--- src/rtl/conv_encoder_stream_if.sv ---
// Handshake bundle between conv_encoder_stream, its show-ahead input FIFO and the rate matcher.
// The slave modport is the encoder's view; master is the environment driving it.
interface conv_encoder_stream_if #(
  parameter int DATA_W = 8,
  parameter int LEN_W  = 13
);
  logic              data_valid;
  logic [LEN_W-1:0]  block_len;
  logic [5:0]        tail_bits;
  logic              zero_tail;
  logic              blk_empty;
  logic [DATA_W-1:0] blk_data;
  logic              blk_data_rdreq;
  logic [DATA_W-1:0] q0;
  logic [DATA_W-1:0] q1;
  logic [DATA_W-1:0] q2;
  logic              q_valid;
  logic              rdreq_subblock;
  logic              computation_done;
  logic [LEN_W-1:0]  length_out;

  modport slave (
    input  data_valid, block_len, tail_bits, zero_tail, blk_empty, blk_data, rdreq_subblock,
    output blk_data_rdreq, q0, q1, q2, q_valid, computation_done, length_out
  );

  modport master (
    output data_valid, block_len, tail_bits, zero_tail, blk_empty, blk_data, rdreq_subblock,
    input  blk_data_rdreq, q0, q1, q2, q_valid, computation_done, length_out
  );
endinterface

--- src/rtl/conv_encoder_stream.sv ---
// Word-serial K=7 rate-1/3 convolutional encoder (G 133/171/165) with tail-biting start and a show-ahead output buffer.
// Define CONV_ZERO_TAIL_EN to add the zero-tail mode (zero start state plus one flush word per block).
module conv_encoder_stream #(
  parameter int DATA_W    = 8,
  parameter int LEN_W     = 13,
  parameter int OUT_DEPTH = 4
) (
  input  logic clk,
  input  logic reset,
  conv_encoder_stream_if.slave bus
);

  localparam int AW = $clog2(OUT_DEPTH);
  localparam int EW = 3 * DATA_W;

`ifdef CONV_ZERO_TAIL_EN
  typedef enum logic [1:0] {IDLE, RUN, FLUSH, DONE} state_e;
`else
  typedef enum logic [1:0] {IDLE, RUN, DONE} state_e;
`endif

  typedef struct packed {
    logic [DATA_W-1:0] d0;
    logic [DATA_W-1:0] d1;
    logic [DATA_W-1:0] d2;
    logic [5:0]        s;
  } enc_t;

  // s[0] holds the most recent bit (r1), s[5] the oldest (r6).
  function automatic enc_t encode(input logic [DATA_W-1:0] w, input logic [5:0] s_in);
    enc_t       r;
    logic [5:0] s;
    logic       b;
    r = '0;
    s = s_in;
    for (int i = DATA_W - 1; i >= 0; i--) begin
      b       = w[i];
      r.d0[i] = b ^ s[1] ^ s[2] ^ s[4] ^ s[5];
      r.d1[i] = b ^ s[0] ^ s[1] ^ s[2] ^ s[5];
      r.d2[i] = b ^ s[0] ^ s[1] ^ s[3] ^ s[5];
      s       = {s[4:0], b};
    end
    r.s = s;
    return r;
  endfunction

  state_e            state_q, state_d;
  logic [5:0]        s_q, s_d;
  logic [LEN_W-1:0]  len_q, len_d;
  logic [LEN_W-1:0]  cnt_q, cnt_d;
  logic [EW-1:0]     mem_q [OUT_DEPTH];
  logic [EW-1:0]     mem_d [OUT_DEPTH];
  logic [AW-1:0]     wr_q, wr_d;
  logic [AW-1:0]     rd_q, rd_d;
  logic [AW:0]       fill_q, fill_d;
  logic [EW-1:0]     hold_q, hold_d;
  logic              zt_q, zt_d;

  logic              buf_full;
  logic              q_vld;
  logic              push;
  logic              pop;
  logic              rdreq;
  logic [EW-1:0]     push_dat;
  logic [EW-1:0]     head;
  logic [DATA_W-1:0] enc_word;
  enc_t              enc;

  assign buf_full = (fill_q == (AW+1)'(OUT_DEPTH));
  assign q_vld    = (fill_q != '0);
  assign pop      = q_vld && bus.rdreq_subblock;

`ifdef CONV_ZERO_TAIL_EN
  assign enc_word = (state_q == FLUSH) ? '0 : bus.blk_data;
`else
  logic unused_zero_tail;
  assign unused_zero_tail = bus.zero_tail;
  assign enc_word = bus.blk_data;
`endif
  assign enc = encode(enc_word, s_q);

  always_comb begin
    state_d  = state_q;
    s_d      = s_q;
    len_d    = len_q;
    cnt_d    = cnt_q;
    zt_d     = zt_q;
    push     = 1'b0;
    push_dat = {enc.d0, enc.d1, enc.d2};
    rdreq    = 1'b0;
    case (state_q)
      IDLE: begin
        if (bus.data_valid) begin
          len_d = bus.block_len;
          cnt_d = '0;
          s_d   = bus.tail_bits;
          zt_d  = 1'b0;
`ifdef CONV_ZERO_TAIL_EN
          zt_d = bus.zero_tail;
          if (bus.zero_tail) s_d = '0;
`endif
          state_d = (bus.block_len == '0) ? DONE : RUN;
        end
      end
      RUN: begin
        rdreq = !bus.blk_empty && !buf_full;
        if (rdreq) begin
          push  = 1'b1;
          s_d   = enc.s;
          cnt_d = cnt_q + LEN_W'(1);
          if (cnt_q == len_q - LEN_W'(1)) begin
`ifdef CONV_ZERO_TAIL_EN
            state_d = zt_q ? FLUSH : DONE;
`else
            state_d = DONE;
`endif
          end
        end
      end
`ifdef CONV_ZERO_TAIL_EN
      FLUSH: begin
        if (!buf_full) begin
          push    = 1'b1;
          s_d     = enc.s;
          state_d = DONE;
        end
      end
`endif
      DONE:    state_d = IDLE;
      default: state_d = IDLE;
    endcase
  end

  // Output buffer: circular store; when empty the last shown entry is held on q0..q2.
  always_comb begin
    mem_d  = mem_q;
    wr_d   = wr_q;
    rd_d   = rd_q;
    fill_d = fill_q;
    head   = mem_q[rd_q];
    hold_d = q_vld ? head : hold_q;
    if (push) begin
      mem_d[wr_q] = push_dat;
      wr_d        = wr_q + AW'(1);
    end
    if (pop) rd_d = rd_q + AW'(1);
    if (push && !pop)      fill_d = fill_q + (AW+1)'(1);
    else if (!push && pop) fill_d = fill_q - (AW+1)'(1);
  end

  always_ff @(posedge clk) begin
    if (reset) begin
      state_q <= IDLE;
      s_q     <= '0;
      len_q   <= '0;
      cnt_q   <= '0;
      zt_q    <= 1'b0;
      wr_q    <= '0;
      rd_q    <= '0;
      fill_q  <= '0;
      hold_q  <= '0;
    end else begin
      state_q <= state_d;
      s_q     <= s_d;
      len_q   <= len_d;
      cnt_q   <= cnt_d;
      zt_q    <= zt_d;
      wr_q    <= wr_d;
      rd_q    <= rd_d;
      fill_q  <= fill_d;
      hold_q  <= hold_d;
    end
  end

  always_ff @(posedge clk) begin
    mem_q <= mem_d;
  end

  logic [EW-1:0] q_all;
  assign q_all                = q_vld ? head : hold_q;
  assign bus.q0               = q_all[3*DATA_W-1 -: DATA_W];
  assign bus.q1               = q_all[2*DATA_W-1 -: DATA_W];
  assign bus.q2               = q_all[DATA_W-1 -: DATA_W];
  assign bus.q_valid          = q_vld;
  assign bus.blk_data_rdreq   = rdreq;
  assign bus.computation_done = (state_q == DONE);
  assign bus.length_out       = len_q;

endmodule
--- src/flat_wrapper.sv ---
// flat-port wrapper written by rule: the top's interface ports become plain ports
module conv_encoder_stream_flat 
#(
  parameter int DATA_W    = 8,
  parameter int LEN_W     = 13,
  parameter int OUT_DEPTH = 4
)
  (clk, reset, bus_data_valid, bus_block_len, bus_tail_bits, bus_zero_tail, bus_blk_empty, bus_blk_data, bus_rdreq_subblock, bus_blk_data_rdreq, bus_q0, bus_q1, bus_q2, bus_q_valid, bus_computation_done, bus_length_out);
  conv_encoder_stream_if #(.DATA_W(DATA_W), .LEN_W(LEN_W)) bus_i ();
  input  logic clk;
  input  logic reset;
  input wire logic [$bits(bus_i.data_valid)-1:0] bus_data_valid;
  input wire logic [$bits(bus_i.block_len)-1:0] bus_block_len;
  input wire logic [$bits(bus_i.tail_bits)-1:0] bus_tail_bits;
  input wire logic [$bits(bus_i.zero_tail)-1:0] bus_zero_tail;
  input wire logic [$bits(bus_i.blk_empty)-1:0] bus_blk_empty;
  input wire logic [$bits(bus_i.blk_data)-1:0] bus_blk_data;
  input wire logic [$bits(bus_i.rdreq_subblock)-1:0] bus_rdreq_subblock;
  output wire logic [$bits(bus_i.blk_data_rdreq)-1:0] bus_blk_data_rdreq;
  output wire logic [$bits(bus_i.q0)-1:0] bus_q0;
  output wire logic [$bits(bus_i.q1)-1:0] bus_q1;
  output wire logic [$bits(bus_i.q2)-1:0] bus_q2;
  output wire logic [$bits(bus_i.q_valid)-1:0] bus_q_valid;
  output wire logic [$bits(bus_i.computation_done)-1:0] bus_computation_done;
  output wire logic [$bits(bus_i.length_out)-1:0] bus_length_out;
  assign bus_i.data_valid = bus_data_valid;
  assign bus_i.block_len = bus_block_len;
  assign bus_i.tail_bits = bus_tail_bits;
  assign bus_i.zero_tail = bus_zero_tail;
  assign bus_i.blk_empty = bus_blk_empty;
  assign bus_i.blk_data = bus_blk_data;
  assign bus_i.rdreq_subblock = bus_rdreq_subblock;
  assign bus_blk_data_rdreq = bus_i.blk_data_rdreq;
  assign bus_q0 = bus_i.q0;
  assign bus_q1 = bus_i.q1;
  assign bus_q2 = bus_i.q2;
  assign bus_q_valid = bus_i.q_valid;
  assign bus_computation_done = bus_i.computation_done;
  assign bus_length_out = bus_i.length_out;
  conv_encoder_stream #(.DATA_W(DATA_W), .LEN_W(LEN_W), .OUT_DEPTH(OUT_DEPTH)) u_core (.clk(clk), .reset(reset), .bus(bus_i));
endmodule
--- config.mk ---
export PLATFORM = sky130hd
export DESIGN_NAME = conv_encoder_stream_flat
export DESIGN_NICKNAME = d
export VERILOG_FILES = /design/src/rtl/conv_encoder_stream_if.sv /design/src/rtl/conv_encoder_stream.sv /design/src/flat_wrapper.sv
export SDC_FILE = /design/constraint.sdc
export NUM_CORES = 1
export LEC_CHECK = 0
export BUFFER_PORTS_ARGS = -buffer_cell sky130_fd_sc_hd__buf_2
export CAP_MARGIN = 20
export CORE_MARGIN = 4
export CORE_UTILIZATION = 53
export CTS_BUF_LIST = sky130_fd_sc_hd__clkbuf_8
export DETAILED_ROUTE_END_ITERATION = 7
export GPL_TIMING_DRIVEN = 1
export MAX_ROUTING_LAYER = met4
export PLACE_DENSITY = 0.73
export SYNTH_ARGS = -nofsm -noshare
export SYNTH_HDL_FRONTEND = slang
export SYNTH_SLANG_ARGS = --single-unit
--- constraint.sdc ---
create_clock -name clk -period 3.37 [get_ports clk]
set_input_delay 1.011 -clock clk [delete_from_list [all_inputs] [get_ports clk]]
set_output_delay 1.011 -clock clk [all_outputs]
set_load 0.005 [all_outputs]
# Word-level counts from Yosys, hierarchy flattened
# Index checks and enable logic that the tools add are counted.
# classes
n_mux	23
n_addsub	6
reduce_logical	17
bitwise	82
n_lt_le_gt_ge	3
eq_ne	7
# ops
operator	count
96-bit bitwise mux	1
24-bit two-way mux	4
1-bit bitwise XOR	80
24-bit binary-select mux with 2-bit select	1
24-bit demux with 2-bit select	1
13-bit two-way mux	2
13-bit case mux with 2 select lines	1
13-bit by 1-bit adder with 13-bit output (second input constant)	1
13-bit == test	1
13-bit zero test	1
13-bit by 1-bit subtractor with 13-bit output (second input constant)	1
6-bit two-way mux	2
6-bit case mux with 2 select lines	1
2-bit two-way mux	4
3-bit greater-or-equal comparator (second input constant)	2
3-bit two-way mux	2
2-bit inverter with 3-bit output	2
3-bit AND reduction	2
1-bit logical AND	5
2-bit by 1-bit adder with 2-bit output (second input constant)	2
1-bit zero test	4
2-bit by 1-bit inequality test with 1-bit output (second input constant)	2
2-bit case mux with 2 select lines	1
2-bit nonzero test	2
11 further kinds	13
# totals
output_inout_bits	40
reg_bits	161

# Logic depth before layout (Yosys ltp)
# Gate-level depths: netlist of run 1.
# logic_depth
word_depth	9
mapped_depth	11
depth_no_buf	9

# Worst setup path before layout of run 1
# No wires, ideal clock.
# synth_path
path_kind	input to register
start	in bus_blk_empty
end	reg u_core.fill_q[2]
n_path_buf	0
required_ns	3.300
setup_ns	0.070
stages	7
slack_ns	0.359
arrival_time_ns	2.941
path_cell_list	nor4_2 > ha_1 > inv_1 > fa_1 > xor2_1 > or3_1 > a21oi_1
# synth_between
elab_chain_cells	7
elab_cells_between_ends	9
classes_between	3 x mux; 6 x reduce/logical
# synth_rtl
element	line	rtl
from (decl)	flat_wrapper.sv:16	input wire logic [$bits(bus_i.blk_empty)-1:0] bus_blk_empty;
1-bit zero test *	conv_encoder_stream.sv:106	rdreq = !bus.blk_empty && !buf_full;
1-bit logical AND *	conv_encoder_stream.sv:106	
1-bit two-way mux *	conv_encoder_stream.sv:107	if (rdreq) begin
1-bit two-way mux *	conv_encoder_stream.sv:91	case (state_q)
1-bit zero test	conv_encoder_stream.sv:148	else if (!push && pop) fill_d = fill_q - (AW+1)'(1);
1-bit logical AND	conv_encoder_stream.sv:148	
2-bit nonzero test (no source line)	n/a	
to (signal assigned)	conv_encoder_stream.sv:170	fill_q <= fill_d;
to (decl)	conv_encoder_stream.sv:55	logic [AW:0] fill_q, fill_d;
# Every way passes the cells marked *; elsewhere a longest branch is shown, timed or not.
# A chain may end at the register's enable or synchronous reset.

# Worst setup path in the final report of run 1
# layout_path
start	reg u_core.rd_q[0]
end	out bus_q2[0]
# layout_between
elab_chain_cells	5
# layout_rtl
element	line	rtl
from (decl)	conv_encoder_stream.sv:54	logic [AW-1:0] rd_q, rd_d;
from (signal assigned)	conv_encoder_stream.sv:169	rd_q <= rd_d;
2-bit inverter with 3-bit output (not written as such)	conv_encoder_stream.sv:140	head = mem_q[rd_q];
24-bit binary-select mux with 2-bit select	conv_encoder_stream.sv:140	
24-bit two-way mux (not written as such) (2 in a row)	conv_encoder_stream.sv:140	
24-bit two-way mux	n/a	
to (decl)	flat_wrapper.sv:22	output wire logic [$bits(bus_i.q2)-1:0] bus_q2;
# No other way between the ends. The select of a mux whose other input is x is not followed.

==> results of run 1 <==
-- worst min-delay path, stage by stage (launching register included) --
cell and delay, ns:
sky130_fd_sc_hd__dfxtp_1 0.33, sky130_fd_sc_hd__o21ai_0 0.07, sky130_fd_sc_hd__a21oi_1 0.06
-- sequential cells by signal (all words and copies together), names as in the netlist --
name,cells
u_core.cnt_q,13
u_core.hold_q,24
u_core.state_q,2
u_core.s_q,6
u_core.mem_q,96
u_core.rd_q,2
u_core.bus.length_out,13
u_core.fill_q,3
u_core.wr_q,2
-- area by class of cell --
cell class              count  area, um2
clock inverters            15        119
inverters                   8       30.0
repair buffers             83        470
clock buffers              17        234
fillers                  1064       5210
well taps                 176        220
multi-input cells         344       2880
flip-flops and latches    161       4190
-- how the worst min path moves through the flow --
stage                                   start                   endpoint  slack (ns)  cells past startpoint
finish                       u_core.fill_q[2]           u_core.fill_q[2]        0.50                      2
CTS                          u_core.fill_q[2]           u_core.fill_q[2]        0.50                      2
global route        u_core.bus.length_out[12]  u_core.bus.length_out[12]        0.55                      2
global placement             u_core.fill_q[2]           u_core.fill_q[2]        0.47                      2
floorplan                    u_core.fill_q[2]           u_core.fill_q[2]        0.46                      2
detailed placement           u_core.fill_q[2]           u_core.fill_q[2]        0.49                      2
-- cell families after synthesis --
group | synth area share
flip-flops | 0.575
AND/OR/NAND/NOR | 0.109
XOR/XNOR | 0.102
multiplexers | 0.122
AO/OA/AOI/OAI | 0.0474
buffers and inverters | 0.0297
adder cells (fa/ha/maj) | 0.0148
-- power breakdown --
part | internal (W) | switching, W
Sequential | 0.00244 | 0.000107
Clock | 0.000575 | 0.000687
Combinational | 0.00102 | 0.000934
-- through the flow --
step	util	worst slack [ns]	area (um2)	hold slack [ns]
6_report	0.610	0.347	8140	0.500
5_1_grt	0.610	0.228	8140	0.546
4_1_cts	0.610	0.296	8140	0.504
3_5_place_dp	0.583	0.461	7780	0.492
3_3_place_gp	0.583	0.524	7780	0.474
2_1_floorplan	-	0.359	7280	0.461
-- Yosys cell counts, types with 2 or more instances --
cell | number | area [um2]
sky130_fd_sc_hd__edfxtp_1 | 96 | 2880
sky130_fd_sc_hd__dfxtp_1 | 65 | 1300
sky130_fd_sc_hd__xnor2_1 | 56 | 490
sky130_fd_sc_hd__nand2_1 | 37 | 139
sky130_fd_sc_hd__nor2_1 | 35 | 131
sky130_fd_sc_hd__xor2_1 | 27 | 236
sky130_fd_sc_hd__nor2b_1 | 25 | 156
sky130_fd_sc_hd__mux2_2 | 24 | 270
sky130_fd_sc_hd__mux4_2 | 24 | 541
sky130_fd_sc_hd__a21oi_1 | 22 | 110
sky130_fd_sc_hd__clkbuf_1 | 22 | 82.6
sky130_fd_sc_hd__a211oi_1 | 9 | 67.6
sky130_fd_sc_hd__mux2i_1 | 8 | 80.1
sky130_fd_sc_hd__ha_1 | 7 | 87.6
sky130_fd_sc_hd__inv_1 | 7 | 26.3
sky130_fd_sc_hd__nor3_1 | 7 | 35.0
sky130_fd_sc_hd__and2_1 | 5 | 31.3
sky130_fd_sc_hd__nand3_1 | 5 | 25.0
sky130_fd_sc_hd__o21ai_0 | 5 | 25.0
sky130_fd_sc_hd__nand2b_1 | 4 | 25.0
sky130_fd_sc_hd__or3_1 | 4 | 25.0
sky130_fd_sc_hd__and3_1 | 3 | 18.8
sky130_fd_sc_hd__and3_2 | 3 | 22.5
sky130_fd_sc_hd__buf_1 | 3 | 11.3
sky130_fd_sc_hd__buf_2 | 3 | 15.0
sky130_fd_sc_hd__buf_6 | 3 | 33.8
sky130_fd_sc_hd__nor3b_1 | 3 | 22.5
sky130_fd_sc_hd__a41oi_1 | 2 | 17.5
sky130_fd_sc_hd__and4b_1 | 2 | 20.0
sky130_fd_sc_hd__clkbuf_8 | 2 | 27.5
sky130_fd_sc_hd__nand4b_1 | 2 | 17.5
sky130_fd_sc_hd__nor3_2 | 2 | 20.0
sky130_fd_sc_hd__nor4_1 | 2 | 12.5
sky130_fd_sc_hd__nor4_2 | 2 | 25.0
-- metal layers --
| metal | part of all wire | vias to the layer above |
|---|---|---|
| met5 | 0 | - |
| met4 | 0.015 | 0 |
| met3 | 0.052 | 21 |
| met2 | 0.48 | 112 |
| met1 | 0.45 | 2135 |
| li1 | - | 2099 |
==> results.sh, run 1 <==
export IMPL_minimum_clock_period_ns=3.02
export IMPL_floorplan_initialDensity=0.545
export IMPL_tritoncts="built"
export IMPL_cp_slowest_cell="sky130_fd_sc_hd__mux4_2"
export IMPL_fp_dieW_um=125
export IMPL_cts_htree_levels=4
export IMPL_grt_antenna_before_repair=0
export IMPL_maxSlewHeadroom=0.493
export IMPL_hpwlAfterDp_mm=9.54
export IMPL_clk_insertion_delay_late_ns=0.45
export IMPL_post_synth_cell_area_avg_um2=13.3
export IMPL_hold_violations=0
export IMPL_post_synth_instance_area_mm2=0.00728
export IMPL_prevailing_post_synth_register_cell="sky130_fd_sc_hd__edfxtp_1"
export IMPL_end_kind="output port"
export IMPL_status="finished, final reports clean"
export IMPL_worst_path_arrival_time_ns=2.01
export IMPL_first_pass_iters=5
export IMPL_power_density_mw_per_mm2=708
export IMPL_drive_above_1_share=0.279
export IMPL_gp_routability_congestion=0.811
export IMPL_finalSetupViolCount=0
export IMPL_drt_initial_drc_count=287
export IMPL_timing_critical_path_cells="buf_12, mux4_2, mux2_2, buf_2"
export IMPL_grt_met3_usage=0.0409
export IMPL_ys_types=56
export IMPL_global_route_usage_met2=0.294
export IMPL_path_delay_family="multiplexers"
export IMPL_ctsResizeCount=0
export IMPL_finalNetCount=656
export IMPL_drt_wirelength_per_cell_um=17.2
export IMPL_highest_ir_drop_seen_on_vdd_mv=0.305
export IMPL_cts_bufs_inserted=17
export IMPL_netlist_instances=548
export IMPL_stages_on_worst_setup_path=4
export IMPL_worst_slew_pin_slew_ns=0.758
export IMPL_grtUsageTotal=0.190
export IMPL_cp_start_kind="flip-flop"
export IMPL_cp_endpoint="bus_q2[0]"
export IMPL_totalNegativeSetupSlack_ns=0
export IMPL_worst_setup_path_type="flip-flop to output port"
export IMPL_vias_per_cell=5.43
export IMPL_worstPathRequired_ns=2.36
export IMPL_synth_edf_count=96
export IMPL_final_common_cell="sky130_fd_sc_hd__edfxtp_1"
export IMPL_power_total_w=0.00576
export IMPL_grt_pass1_wl_mm=22.8
export IMPL_leakage_nw=2.93
export IMPL_cell_rows=42
export IMPL_portBuffers=71
export IMPL_finClkSkew_ns=0.0105
export IMPL_clock_sinks=161
export IMPL_largest_net_degree_at_the_start_of_global_routing=42
export IMPL_floorplan_die_height_um=125
export IMPL_postCtsSetupRepairBufs=0
export IMPL_use_met1=0.254
export IMPL_gr_max_usage_layer="met2"
export IMPL_number_of_global_route_vias_before_repair=4463
export IMPL_holdCritPathClass="flip-flop to flip-flop"
export IMPL_drt_drc_violations_left=0
export IMPL_timing_max_cap_violations=0
export IMPL_max_freq_mhz=331
export IMPL_crit_reg2reg_capture="u_core.state_q[0]"
export IMPL_yosysSeqAreaShare=0.575
export IMPL_reg2reg_from="u_core.bus.length_out[0]"
export IMPL_clock_transition_at_the_registers_of_the_reported_paths_ns=0.07
export IMPL_placed_cells=772
export IMPL_syn_num_nets=589
export IMPL_critical_path_max_fanout=26
export IMPL_slowest_delay_ns=0.56
export IMPL_r2r_slack_ns=0.79
export IMPL_final_cell_mix="sky130_fd_sc_hd__edfxtp_1 (96), sky130_fd_sc_hd__buf_2 (71), sky130_fd_sc_hd__dfxtp_1 (64)"
export IMPL_core_region_area_mm2=0.0133
export IMPL_global_route_overflow_total=0
export IMPL_crit_start="u_core.rd_q[0]"
export IMPL_drt_antenna_violating_nets=0
export IMPL_n_antenna_cell=0
export IMPL_r2r_worst_path_cells=9
export IMPL_fin_crit_sh=0.897
export IMPL_floorplan_die_area_mm2=0.0157
export IMPL_synthArstFlopShare=0
export IMPL_cts_buffer_depth=2
export IMPL_top_level_ports=73
export IMPL_maxSlewViolCount=0
export IMPL_route_vias_total=4367
export IMPL_area_growth_pct=11.8
export IMPL_unrepaired_setup_endpoints_after_global_routing="no"
export IMPL_cts_root_buf="sky130_fd_sc_hd__clkbuf_8"
export IMPL_post_layout_cell_count=804
export IMPL_synth_seq_cells=161
export IMPL_wirelength_mm=13.8
export IMPL_cp_buffers_inverters=2
export IMPL_ys_warnings=0
export IMPL_cts_hold_buffers_added=0
No activity file was read; power rests on OpenSTA's default activity.
==> run 2: changes to the inputs <==
--- a/config.mk
+++ b/config.mk
@@ -5,6 +5,7 @@
 export SDC_FILE = /design/constraint.sdc
 export NUM_CORES = 1
 export LEC_CHECK = 0
+export ABC_AREA = 1
 export BUFFER_PORTS_ARGS = -buffer_cell sky130_fd_sc_hd__buf_2
 export CAP_MARGIN = 20
 export CORE_MARGIN = 4
@@ -14,6 +15,7 @@
 export GPL_TIMING_DRIVEN = 1
 export MAX_ROUTING_LAYER = met4
 export PLACE_DENSITY = 0.73
+export REMOVE_ABC_BUFFERS = 1
 export SYNTH_ARGS = -nofsm -noshare
 export SYNTH_HDL_FRONTEND = slang
 export SYNTH_SLANG_ARGS = --single-unit
==> results.sh, run 2 <==
export IMPL_synthTopCellsByCount="sky130_fd_sc_hd__nand2_1 (161), sky130_fd_sc_hd__nor2_1 (100), sky130_fd_sc_hd__edfxtp_1 (96), sky130_fd_sc_hd__dfxtp_1 (65), sky130_fd_sc_hd__a21oi_1 (54)"
export IMPL_hpwlAfterDp_mm=10.7
export IMPL_synthDominantAreaCellType="sky130_fd_sc_hd__edfxtp_1"
export IMPL_stages_on_worst_setup_path=7
export IMPL_grtUsageTotal=0.206
export IMPL_area_growth_pct=12.4
export IMPL_postCtsSetupRepairBufs=0
export IMPL_totalNegativeSetupSlack_ns=0
export IMPL_grt_pass1_wl_mm=25.4
export IMPL_timing_max_cap_violations=0
export IMPL_r2r_slack_ns=1.10
export IMPL_ys_types=37
export IMPL_highest_ir_drop_seen_on_vdd_mv=0.322
export IMPL_final_cell_mix="sky130_fd_sc_hd__nand2_1 (161), sky130_fd_sc_hd__nor2_1 (96), sky130_fd_sc_hd__edfxtp_1 (96)"
export IMPL_max_freq_mhz=340
export IMPL_ctsResizeCount=0
export IMPL_netlist_instances=809
export IMPL_clock_sinks=161
export IMPL_worst_setup_path_type="flip-flop to output port"
export IMPL_minimum_clock_period_ns=2.94
export IMPL_max_reg_flops=96
export IMPL_number_of_global_route_vias_before_repair=5279
export IMPL_ys_warnings=0
export IMPL_top_level_ports=73
export IMPL_holdCritPathClass="flip-flop to flip-flop"
export IMPL_status="finished, final reports clean"
export IMPL_drt_antenna_violating_nets=0
export IMPL_synthDominantCellAreaShare=0.386
export IMPL_floorplan_initialDensity=0.539
export IMPL_reg2reg_from="u_core.fill_q[0]"
export IMPL_cts_bufs_inserted=17
export IMPL_finalSetupViolCount=0
export IMPL_final_common_cell="sky130_fd_sc_hd__nand2_1"
export IMPL_leakage_nw=3.42
export IMPL_cell_rows=43
export IMPL_drt_wirelength_per_cell_um=14.4
export IMPL_slowest_delay_ns=0.37
export IMPL_portBuffers=71
export IMPL_post_synth_instance_area_mm2=0.00746
export IMPL_cp_endpoint="bus_q1[1]"
export IMPL_drive_above_1_share=0.154
export IMPL_post_layout_cell_count=1067
export IMPL_finClkSkew_ns=0.0133
export IMPL_maxSlewViolCount=0
export IMPL_cts_hold_buffers_added=0
export IMPL_synth_edf_count=96
export IMPL_hold_violations=0
export IMPL_cts_buffer_depth=2
export IMPL_worstPathRequired_ns=2.36
export IMPL_biggestRegsByFlops="u_core.mem_q (96), u_core.hold_q (24)"
export IMPL_largest_register="u_core.mem_q"
export IMPL_timing_critical_path_cells="inv_2, buf_4, o21ai_1, o22ai_1, nand2_1, nand2_1, buf_2"
export IMPL_synthMostInstantiatedCell="sky130_fd_sc_hd__nand2_1"
export IMPL_floorplan_die_height_um=127
export IMPL_first_pass_iters=5
export IMPL_drt_initial_drc_count=378
export IMPL_crit_start="u_core.rd_q[0]"
export IMPL_floorplan_die_area_mm2=0.0160
export IMPL_fin_crit_sh=0.873
export IMPL_critical_path_max_fanout=26
export IMPL_finalNetCount=915
export IMPL_synthTopCellsByArea="sky130_fd_sc_hd__edfxtp_1 (39%), sky130_fd_sc_hd__dfxtp_1 (17%), sky130_fd_sc_hd__nand2_1 (8.1%), sky130_fd_sc_hd__xor2_1 (5.2%), sky130_fd_sc_hd__nor2_1 (5.0%)"
export IMPL_prevailing_post_synth_register_cell="sky130_fd_sc_hd__edfxtp_1"
export IMPL_unrepaired_setup_endpoints_after_global_routing="no"
export IMPL_cp_start_kind="flip-flop"
export IMPL_route_vias_total=5521
export IMPL_fp_dieW_um=127
export IMPL_synth_seq_cells=161
export IMPL_power_total_w=0.00594
export IMPL_synthArstFlopShare=0
export IMPL_wirelength_mm=15.4
export IMPL_r2r_worst_path_cells=11
export IMPL_post_synth_cell_area_avg_um2=9.22
export IMPL_grt_antenna_before_repair=0
export IMPL_gp_routability_congestion=0.821
export IMPL_cp_slowest_cell="sky130_fd_sc_hd__inv_2"
export IMPL_vias_per_cell=5.17
export IMPL_cts_htree_levels=4
export IMPL_drt_drc_violations_left=0
export IMPL_clk_insertion_delay_late_ns=0.45
export IMPL_n_antenna_cell=0
export IMPL_path_delay_family="buffers and inverters"
export IMPL_clock_transition_at_the_registers_of_the_reported_paths_ns=0.08
export IMPL_tritoncts="built"
export IMPL_global_route_overflow_total=0
export IMPL_crit_reg2reg_capture="u_core.fill_q[2]"
export IMPL_end_kind="output port"
export IMPL_maxSlewHeadroom=0.489
export IMPL_cts_root_buf="sky130_fd_sc_hd__clkbuf_8"
export IMPL_cp_buffers_inverters=3
export IMPL_placed_cells=1035
export IMPL_largest_net_degree_at_the_start_of_global_routing=49
export IMPL_crit_path_frequent_cell="sky130_fd_sc_hd__nand2_1"
export IMPL_worst_path_arrival_time_ns=1.93
export IMPL_yosysSeqAreaShare=0.561
export IMPL_core_region_area_mm2=0.0138
export IMPL_power_density_mw_per_mm2=709
export IMPL_worst_slew_pin_slew_ns=0.765
## run 2: power by group
part / total, W / internal [W] / leakage [nW] / switching (W)
clock: 0.00138 / 0.000749 / 0.226 / 0.000632
sequential: 0.00258 / 0.00246 / 1.40 / 0.000114
combinational: 0.00198 / 0.000721 / 1.79 / 0.00126
## run 2: cell type report
type / instances / area, um2
Clock inverter: 13 / 133
Inverter: 60 / 228
Tap cell: 180 / 225
Sequential cell: 161 / 4180
Fill cell: 1185 / 5440
Multi-Input combinational cell: 550 / 2900
Timing Repair Buffer: 84 / 453
Clock buffer: 19 / 262
## run 2: worst reg2reg max path, delay by kind of cell, from the launching register on
kind / cells / cell delay (ns)
adders and majority gates: 2 / 0.52
DFF: 1 / 0.35
buffers and inverters: 2 / 0.30
AOI/OAI and AO/OA: 4 / 0.49
and+or+nand+nor: 3 / 0.50
## run 2: logic make-up after synthesis
kind of cell | Yosys count | synth area share
fa+ha+maj | 8 | 0.0144
simple gates | 307 | 0.171
compound gates | 168 | 0.120
xor+xnor | 67 | 0.0817
buf+inv | 98 | 0.0518
flops | 161 | 0.561
## run 2: worst min path at each step
stage | start | end | slack [ns] | cells past startpoint
after floorplan | u_core.hold_q[0] | u_core.hold_q[0] | 0.45 | 2
after global routing | u_core.hold_q[19] | u_core.hold_q[19] | 0.49 | 2
final | u_core.hold_q[6] | u_core.hold_q[6] | 0.47 | 2
after detailed placement | u_core.hold_q[13] | u_core.hold_q[13] | 0.46 | 2
after global placement | u_core.hold_q[4] | u_core.hold_q[4] | 0.46 | 2
after CTS | u_core.hold_q[13] | u_core.hold_q[13] | 0.48 | 2
## run 2: metal layers
layer	GRT usage	vias to the layer above	wire (um)
li1	-	2843	-
met5	-	-	0
met4	0.0852	0	269
met1	0.239	2519	6450
met3	0.0396	20	756
met2	0.351	139	7890
## run 2: through the flow
stage	hold WS, ns	worst slack [ns]	area (um2)	util
floorplan	0.446	0.433	7300	-
global placement	0.459	0.604	7990	0.578
detailed placement	0.464	0.585	7990	0.578
CTS	0.475	0.383	8380	0.606
global route	0.489	0.217	8380	0.606
finish	0.474	0.428	8380	0.606
